`src/rtl/lnp_queue_scheduler.sv`:
```
// Round-robin scheduler for the last-node reassembly queues.
// Grants complete queues for forwarding and stale partial queues for discard,
// and keeps a saturating, prescaled age counter per queue.

module lnp_queue_age #(
   parameter int AGE_W = 8
) (
   input  logic             i_clk,
   input  logic             i_rst_n,
   input  logic             empty,
   input  logic             complete,
   input  logic             clr,
   input  logic             tick,
   input  logic [AGE_W-1:0] thr,
   output logic             timed_out
);
   logic [AGE_W-1:0] age;

   // Age clears when the queue is empty or freed; otherwise it counts ticks and saturates.
   always_ff @(posedge i_clk or negedge i_rst_n) begin
      if (!i_rst_n)               age <= '0;
      else if (empty || clr)      age <= '0;
      else if (tick && age != '1) age <= age + 1'b1;
   end

   // Only partial (non-empty, incomplete) queues can go stale; threshold 0 disables it.
   always_comb timed_out = !empty && !complete && (thr != '0) && (age >= thr);
endmodule

module lnp_queue_scheduler #(
   parameter int QUEUE_NUM = 32,
   parameter int QID_W     = 5,
   parameter int AGE_W     = 8,
   parameter int PRESCALE  = 1024
) (
   input  logic                 i_clk,
   input  logic                 i_rst_n,
   input  logic [QUEUE_NUM-1:0] iv_queue_empty,
   input  logic [QUEUE_NUM-1:0] iv_queue_complete,
   input  logic [AGE_W-1:0]     iv_age_threshold,
   output logic [QID_W-1:0]     ov_sched_qid,
   output logic                 o_sched_discard,
   output logic                 o_sched_valid,
   input  logic                 i_sched_ack,
   input  logic                 i_sched_done,
   output logic                 o_sched_busy,
   output logic                 o_timeout_pulse
);
   localparam int PRE_W = (PRESCALE > 1) ? $clog2(PRESCALE) : 1;

   typedef enum logic [1:0] {S_IDLE, S_GRANT, S_BUSY, S_HOLD} state_t;

   state_t               state_q, state_d;
   logic [PRE_W-1:0]     pre_cnt;
   logic                 tick;
   logic [QID_W-1:0]     rr_q, rr_d, qid_d, winner, idx;
   logic                 disc_d, valid_d, pulse_d, found, served_done;
   logic [QUEUE_NUM-1:0] timed_out, cand;

   // Free-running age prescaler; tick on the wrap cycle.
   always_ff @(posedge i_clk or negedge i_rst_n) begin
      if (!i_rst_n)  pre_cnt <= '0;
      else if (tick) pre_cnt <= '0;
      else           pre_cnt <= pre_cnt + 1'b1;
   end

   always_comb tick = (pre_cnt == PRE_W'(PRESCALE - 1));

   // Consumer releasing the served queue resets that queue's age.
   always_comb served_done = (state_q == S_BUSY) && i_sched_done;

   genvar g;
   generate
      for (g = 0; g < QUEUE_NUM; g++) begin : g_q
         lnp_queue_age #(.AGE_W(AGE_W)) u_age (
            .i_clk     (i_clk),
            .i_rst_n   (i_rst_n),
            .empty     (iv_queue_empty[g]),
            .complete  (iv_queue_complete[g]),
            .clr       (served_done && (ov_sched_qid == QID_W'(g))),
            .tick      (tick),
            .thr       (iv_age_threshold),
            .timed_out (timed_out[g])
         );
      end
   endgenerate

   // First candidate at or above rr_ptr, wrapping around the top.
   always_comb begin
      cand   = iv_queue_complete | timed_out;
      found  = 1'b0;
      winner = rr_q;
      idx    = '0;
      for (int i = 0; i < QUEUE_NUM; i++) begin
         idx = rr_q + QID_W'(i);
         if (!found && cand[idx]) begin
            found  = 1'b1;
            winner = idx;
         end
      end
   end

   // State and registered grant outputs.
   always_ff @(posedge i_clk or negedge i_rst_n) begin
      if (!i_rst_n) begin
         state_q         <= S_IDLE;
         rr_q            <= '0;
         ov_sched_qid    <= '0;
         o_sched_discard <= 1'b0;
         o_sched_valid   <= 1'b0;
         o_timeout_pulse <= 1'b0;
      end else begin
         state_q         <= state_d;
         rr_q            <= rr_d;
         ov_sched_qid    <= qid_d;
         o_sched_discard <= disc_d;
         o_sched_valid   <= valid_d;
         o_timeout_pulse <= pulse_d;
      end
   end

   // Next state; a grant is frozen until acked, so a winner bit dropping meanwhile is ignored.
   always_comb begin
      state_d = state_q;
      rr_d    = rr_q;
      qid_d   = ov_sched_qid;
      disc_d  = o_sched_discard;
      valid_d = o_sched_valid;
      pulse_d = 1'b0;
      case (state_q)
         S_IDLE: if (found) begin
            qid_d   = winner;
            disc_d  = !iv_queue_complete[winner];
            valid_d = 1'b1;
            state_d = S_GRANT;
         end
         S_GRANT: if (i_sched_ack) begin
            valid_d = 1'b0;
            rr_d    = ov_sched_qid + QID_W'(1);
            pulse_d = o_sched_discard;
            state_d = S_BUSY;
         end
         S_BUSY: if (i_sched_done) state_d = S_HOLD;
         S_HOLD:  state_d = S_IDLE;
         default: state_d = S_IDLE;
      endcase
   end

   assign o_sched_busy = (state_q == S_GRANT) || (state_q == S_BUSY);
endmodule

```
`config.mk`:
```
export PLATFORM = sky130hd
export DESIGN_NAME = lnp_queue_scheduler
export DESIGN_NICKNAME = d
export VERILOG_FILES = /design/src/rtl/lnp_queue_scheduler.sv
export SDC_FILE = /design/constraint.sdc
export NUM_CORES = 1
export LEC_CHECK = 0
export CAP_MARGIN = 15
export CORE_MARGIN = 1.5
export CORE_UTILIZATION = 40
export DETAILED_ROUTE_END_ITERATION = 6
export GPL_ROUTABILITY_DRIVEN = 1
export GPL_TIMING_DRIVEN = 0
export PLACE_DENSITY_LB_ADDON = 0.2
export SLEW_MARGIN = 25
export SYNTH_ARGS = -nofsm -noshare
export SYNTH_HDL_FRONTEND = slang
export SYNTH_SLANG_ARGS = --single-unit
export TNS_END_PERCENT = 50
```
`constraint.sdc`:
```
create_clock -name i_clk -period 6.43 [get_ports i_clk]
set_input_delay 1.286 -clock i_clk [delete_from_list [all_inputs] [get_ports i_clk]]
set_output_delay 1.286 -clock i_clk [all_outputs]
set_load 0.005 [all_outputs]
```
Word level (Yosys, flattened, before mapping)

Index checks and enable logic that the tools add are counted.
Widths: inputs -> output; s select.

$add $sub $neg: 65
Eq/ne operators: 70
Bitwise logic cells: 1
Reductions and logical operators: 361
Magnitude comparators: 65
Mux-type cells: 203

Operators by type and width:

| cell                  | number |
|---|---|
| $mux 8                | 64 |
| $add 8x1->8 const B   | 32 |
| $ge 8x8->1            | 32 |
| $ne 8x8->1 const B    | 32 |
| $lt 5x6->1 const B    | 33 |
| $logic_and 1x1->1     | 192 |
| $bmux 1 s5            | 33 |
| $mux 5                | 31 |
| $logic_not 1->1       | 96 |
| $add 5x5->5 const B   | 16 |
| $eq 5x5->1 const B    | 16 |
| $mux 1                | 69 |
| $reduce_bool 2->1     | 33 |
| $add 5x4->5 const B   | 8 |
| $eq 5x4->1 const B    | 8 |
| $logic_or 1x1->1      | 33 |
| $or 32x32->32         | 1 |
| $add 5x3->5 const B   | 4 |
| $eq 5x3->1 const B    | 4 |
| $add 10x1->10 const B | 1 |
| $add 5x1->5 const B   | 2 |
| $add 5x2->5 const B   | 2 |
| $eq 10x10->1 const B  | 1 |
| $eq 5x2->1 const B    | 2 |
| 13 further kinds      | 20 |

Input port bits: 76
Bits in registers: 281
Word-level logic and storage cells: 804
Output and inout port bits: 9

Logic depth before layout (Yosys ltp)

Depth in word-level cells: 104
Mapped depth: 30
Mapped depth without buffers: 21

Modules after synthesis

From an unflattened synthesis, not the netlist that was laid out.

Cells, all modules: 3508
Area total of the unflattened synthesis: 29872.4 um^2

Modules (own cells, without submodules):

| module              | area an instance (um^2) | cells each | times used |
|---|---|---|---|
| lnp_queue_age       | 663.1                   | 75         | 32 |
| lnp_queue_scheduler | 8652.0                  | 1108       | 1 |

Worst setup path after synthesis

Ideal clock, no wire load.

Path type: input -> register
From: input port iv_age_threshold[6]
To: register o_sched_discard
Data required time: 6.343 ns
Stages on the path: 22
Path slack: -0.572 ns
Setup time: 0.087 ns
Arrival: 6.915 ns
Path buffers: 1
Cell sequence: inv_1 ha_1 and3_1 a221o_1 a21oi_1 and2_1 a21boi_1 a221o_1 a2111oi_0 nor4_1 or3_1 or3_1 or4_1 o41ai_4 nor3_4 xnor2_4 buf_6 mux2i_1 mux2i_1 mux2_2 o21a_1 a211oi_2

Longest elaborated chain between the ends: 103

Ends and longest elaborated chain:

| what                                                               | line | RTL |
|---|---|---|
| start, declared                                                    | 40   | `input logic [AGE_W-1:0] iv_age_threshold,` |
| parallel branches: the longest is 3 deep, another holds $ge 8x8->1 | -    |  |
| $or 32x32->32 *                                                    | 90   | `cand = iv_queue_complete \| timed_out;` |
| $bmux 1 s5                                                         | 96   | `if (!found && cand[idx]) begin` |
| $mux 1 (not written as such)                                       | 96   |  |
| $mux 1                                                             | 96   |  |
| $logic_not 1->1                                                    | 96   |  |
| $logic_and 1x1->1                                                  | 96   |  |
| $mux 1                                                             | 96   |  |
| [... 85 more ...]                                                  | -    |  |
| $logic_and 1x1->1                                                  | 96   |  |
| $mux 1                                                             | 96   |  |
| $logic_not 1->1                                                    | 96   |  |
| $logic_and 1x1->1                                                  | 96   |  |
| $mux 5                                                             | 96   |  |
| $bmux 1 s5                                                         | 133  | `disc_d = !iv_queue_complete[winner];` |
| $mux 1 (not written as such)                                       | 133  |  |
| $logic_not 1->1                                                    | 133  |  |
| end signal, assigned                                               | 116  | `o_sched_discard <= disc_d;` |
| end, declared                                                      | 42   | `output logic o_sched_discard,` |

Every way passes the cells marked *. The select of a mux whose other input is x is not followed.
A chain may end at the register's enable or synchronous reset.

Worst setup path after layout

From: input port iv_age_threshold[5]
To: register o_sched_discard

The elaborated chain is that of the path after synthesis.

==> impl_metrics.py <==
metrics = {
    "worst_setup_path": {
        "r2r-start": "rr_q[1]",
        "critPathSlowestCell": "a2111oi_4",
        "crit_end": "o_sched_discard",
        "reg2reg_to": "o_sched_discard",
        "critPathBufInv": 7,
        "r2r_cells": 28,
        "cp_max_fo": 10,
        "criticalPathCategory": "in2reg",
        "crit_family": "compound AO/OA/AOI/OAI gates",
        "arrival_ns": 7.48,
        "worstPathRequired_ns": 6.91,
        "rrSetupSlack_ns": -0.54,
        "endpoint_kind": "flip-flop",
        "critPathMaxStageDelay_ns": 0.39,
        "cp.depth": 27,
        "crit_start": "iv_age_threshold[5]",
        "critical_path.startpoint_type": "input pin",
    },
    "yosys": {
        "syn_inst": 3284,
        "ys_warn_count": 0,
        "synthFlopType": "dfrtp_1",
        "synth_top_area_share_pct": 25.1,
        "yosys.area.top_type": "dfrtp_1",
        "synthDistinctLibCells": 116,
        "synth_seq_area_share_pct": 25.1,
        "syn_area_mm2": 0.0280,
        "syn_nets": 3671,
        "ys_ff_latch": 281,
        "synth_area_leaders": "dfrtp_1, ha_1, nor2_1",
        "synth-edff-count": 0,
        "postSynthAreaPerCell_um2": 8.54,
        "synthArstFlopShare_pct": 100,
    },
    "routing": {
        "routed_wl_mm": 130,
        "dr.pass1.iters": 5,
        "ant_nets": 0,
        "drtIter0Drc": 3129,
        "viasPerCell": 6.42,
        "vias": 29500,
        "wl_per_cell_um": 28.3,
        "route.detailed.drc": 0,
    },
    "final_layout": {
        "post-route-util_pct": 52.6,
        "nets": 4029,
        "layout_commonest_cell": "nor2_1",
        "nFillCells": 6566,
        "multiInputGateArea_mm2": 0.0225,
        "layout.area.seq_mm2": 0.00703,
        "post-route-cell-area_mm2": 0.0363,
        "layout_common_cells": "nor2_1, ha_1, dfrtp_1",
        "layout-drive-gt1-share_pct": 21.2,
        "syn_to_final_growth_pct": 29.4,
    },
    "job": {
        "cap_violations": 0,
    },
    "grt": {
        "grt_pass1_wl_mm": 190,
        "first_global_vias": 28400,
        "grt_usage_pct": 36.0,
        "antenna_found_initial": 1,
        "grt_overflow": 0,
        "grt_max_degree": 68,
    },
    "floorplanning": {
        "die_area_mm2": 0.0717,
        "initial_core_util_pct": 40.7,
        "design.core.area_mm2": 0.0689,
        "std_cell_rows": 96,
        "ios": 85,
        "die_h_um": 268,
        "die_x_um": 268,
    },
    "timing": {
        "setup_viol": 4,
        "period_share_pct": 109,
        "worst_slew_pin_slew_ns": 1.15,
        "fin_skew_ns": 0.0176,
        "layout_setup_ws_ns": -0.571,
        "slew_headroom_pct": 23.0,
        "hold_viol": 0,
        "drv_slew": 0,
        "rsz0062_at_grt": "yes",
        "timing.fmax_mhz": 143,
        "timing.final.crit_period_ns": 7.00,
    },
    "placed_design": {
        "pre_cts_slack_ns": -3.88,
        "gp_congestion": 1.07,
        "placed_area_mm2": 0.0305,
        "port_buffers": 84,
        "place_hpwl_mm": 95.0,
    },
    "run_status": {
        "violations": "negative setup slack",
        "outcome": "finished with violations",
    },
    "clocking": {
        "max-clock-path-buffers": 3,
        "path_clk_slew_ns": 0.07,
        "cts_buffers": 37,
        "clkLatencyLatePin_ns": 0.57,
        "cts_root_buf": "clkbuf_16",
        "cts_tree": "done",
        "cts_hold_buf": 0,
        "clock_sinks": 281,
        "cts_htree_levels": 2,
    },
    "power_and_ir_drop": {
        "irDropWorstVdd_v": 0.000399,
        "powerDensity_mw_per_mm2": 551,
        "p_leak_nw": 15.7,
        "power_w": 0.0200,
    },
    "hold_path": {
        "hold_path.class": "reg2reg",
    },
}
==> metal layers <==
metal  global-route usage (%)  share of wire [%]  vias to the layer above
met5                        0                  0                        -
met4                     21.8                7.5                        0
met3                     6.74                8.7                      438
met2                     54.7                 43                     1485
met1                     47.6                 41                    14400
li1                         -                  -                    13200
==> power breakdown <==
part	switching [W]	total (W)	internal, W
clock	0.000846	0.00205	0.00120
sequential	0.0000560	0.00187	0.00182
combinational	0.0103	0.0161	0.00573
total	0.0112	0.0200	0.00875
==> layout make-up <==
cell class / count / area share, %
Sequential cell: 281 / 19.4
Tap cell: 931 / 3.21
Timing Repair Buffer: 326 / 9.22
Clock inverter: 11 / 0.269
Buffer: 136 / 2.22
Clock buffer: 53 / 2.96
Antenna cell: 1 / 0.00690
Inverter: 72 / 0.841
Multi-Input combinational cell: 2788 / 61.9
==> worst register-to-register path: cells and delay by family (launching register included) <==
| family | cells | cell delay, ns |
|---|---|---|
| buffers and inverters | 11 | 2.47 |
| muxes | 3 | 0.81 |
| adders and majority gates | 1 | 0.52 |
| xor gates and xnor gates | 1 | 0.21 |
| and+or+nand+nor | 5 | 0.97 |
| DFF | 1 | 0.43 |
| AOI/OAI and AO/OA | 7 | 1.48 |
==> flip-flops by register name (all words and copies together), names as in the netlist <==
signal	count
rr_q	5
o_sched_discard	1
pre_cnt	10
o_timeout_pulse	1
ov_sched_qid	5
o_sched_valid	1
state_q	2
g_q.u_age.age	256
==> kinds of logic (layout without fill, tap and decap cells) <==
logic type               after synthesis  in the layout  synth area share (%)
AND/OR/NAND/NOR                     1283           1283                  22.8
AO/OA/AOI/OAI                        826            826                  22.2
adder cells (fa/ha/maj)              311            311                  13.9
flip-flops                           281            281                  25.1
XOR/XNOR                             275            275                  8.65
buffers and inverters                215            598                  3.20
multiplexers                          93             93                  4.19
other                                  0              1                     0
==> synthesized netlist by cell type (21+ instances only) <==
library cell	count
nor2b_1	21
a21oi_1	162
o22ai_1	44
xor2_1	171
nor2_1	426
o211ai_1	37
clkbuf_1	100
a2111oi_0	21
a41oi_1	23
a21oi_2	23
ha_1	311
inv_1	70
o21ai_0	85
and4_1	33
dfrtp_1	281
and2_1	26
mux2i_1	60
nand4_1	101
nor4_1	27
nand3_1	157
nand2b_1	43
a211oi_1	37
nor3_1	55
and3_1	67
a21o_1	45
o2111a_1	34
nand2_1	249
xnor2_1	103
a31oi_1	39
==> how the worst min path moves through the flow <==
stage | depth (start not counted) | end | slack (ns) | start
floorplan | 1 | pre_cnt[4] | 0.45 | pre_cnt[4]
global placement | 1 | pre_cnt[4] | 0.46 | pre_cnt[4]
detailed placement | 1 | pre_cnt[4] | 0.47 | pre_cnt[4]
CTS | 1 | pre_cnt[4] | 0.48 | pre_cnt[4]
global route | 1 | pre_cnt[6] | 0.50 | pre_cnt[6]
finish | 1 | pre_cnt[4] | 0.47 | pre_cnt[4]
==> metrics by stage <==
step	hold WS (ns)	std cells	setup TNS [ns]
global route	0.500	4599	-1.22
floorplan	0.445	3284	-0.487
CTS	0.480	4564	-0.336
global placement	0.464	4299	-2522.56
detailed placement	0.467	4315	-24.37
finish	0.474	4599	-0.884
==> what timing repair did <==
item	in CTS	in global routing
pin swaps	121	44
endpoints found under the setup margin	9	6
resized for setup	486	85
buffers inserted	188	34
cloned	7	0
No activity file was read; power rests on OpenSTA's default activity.
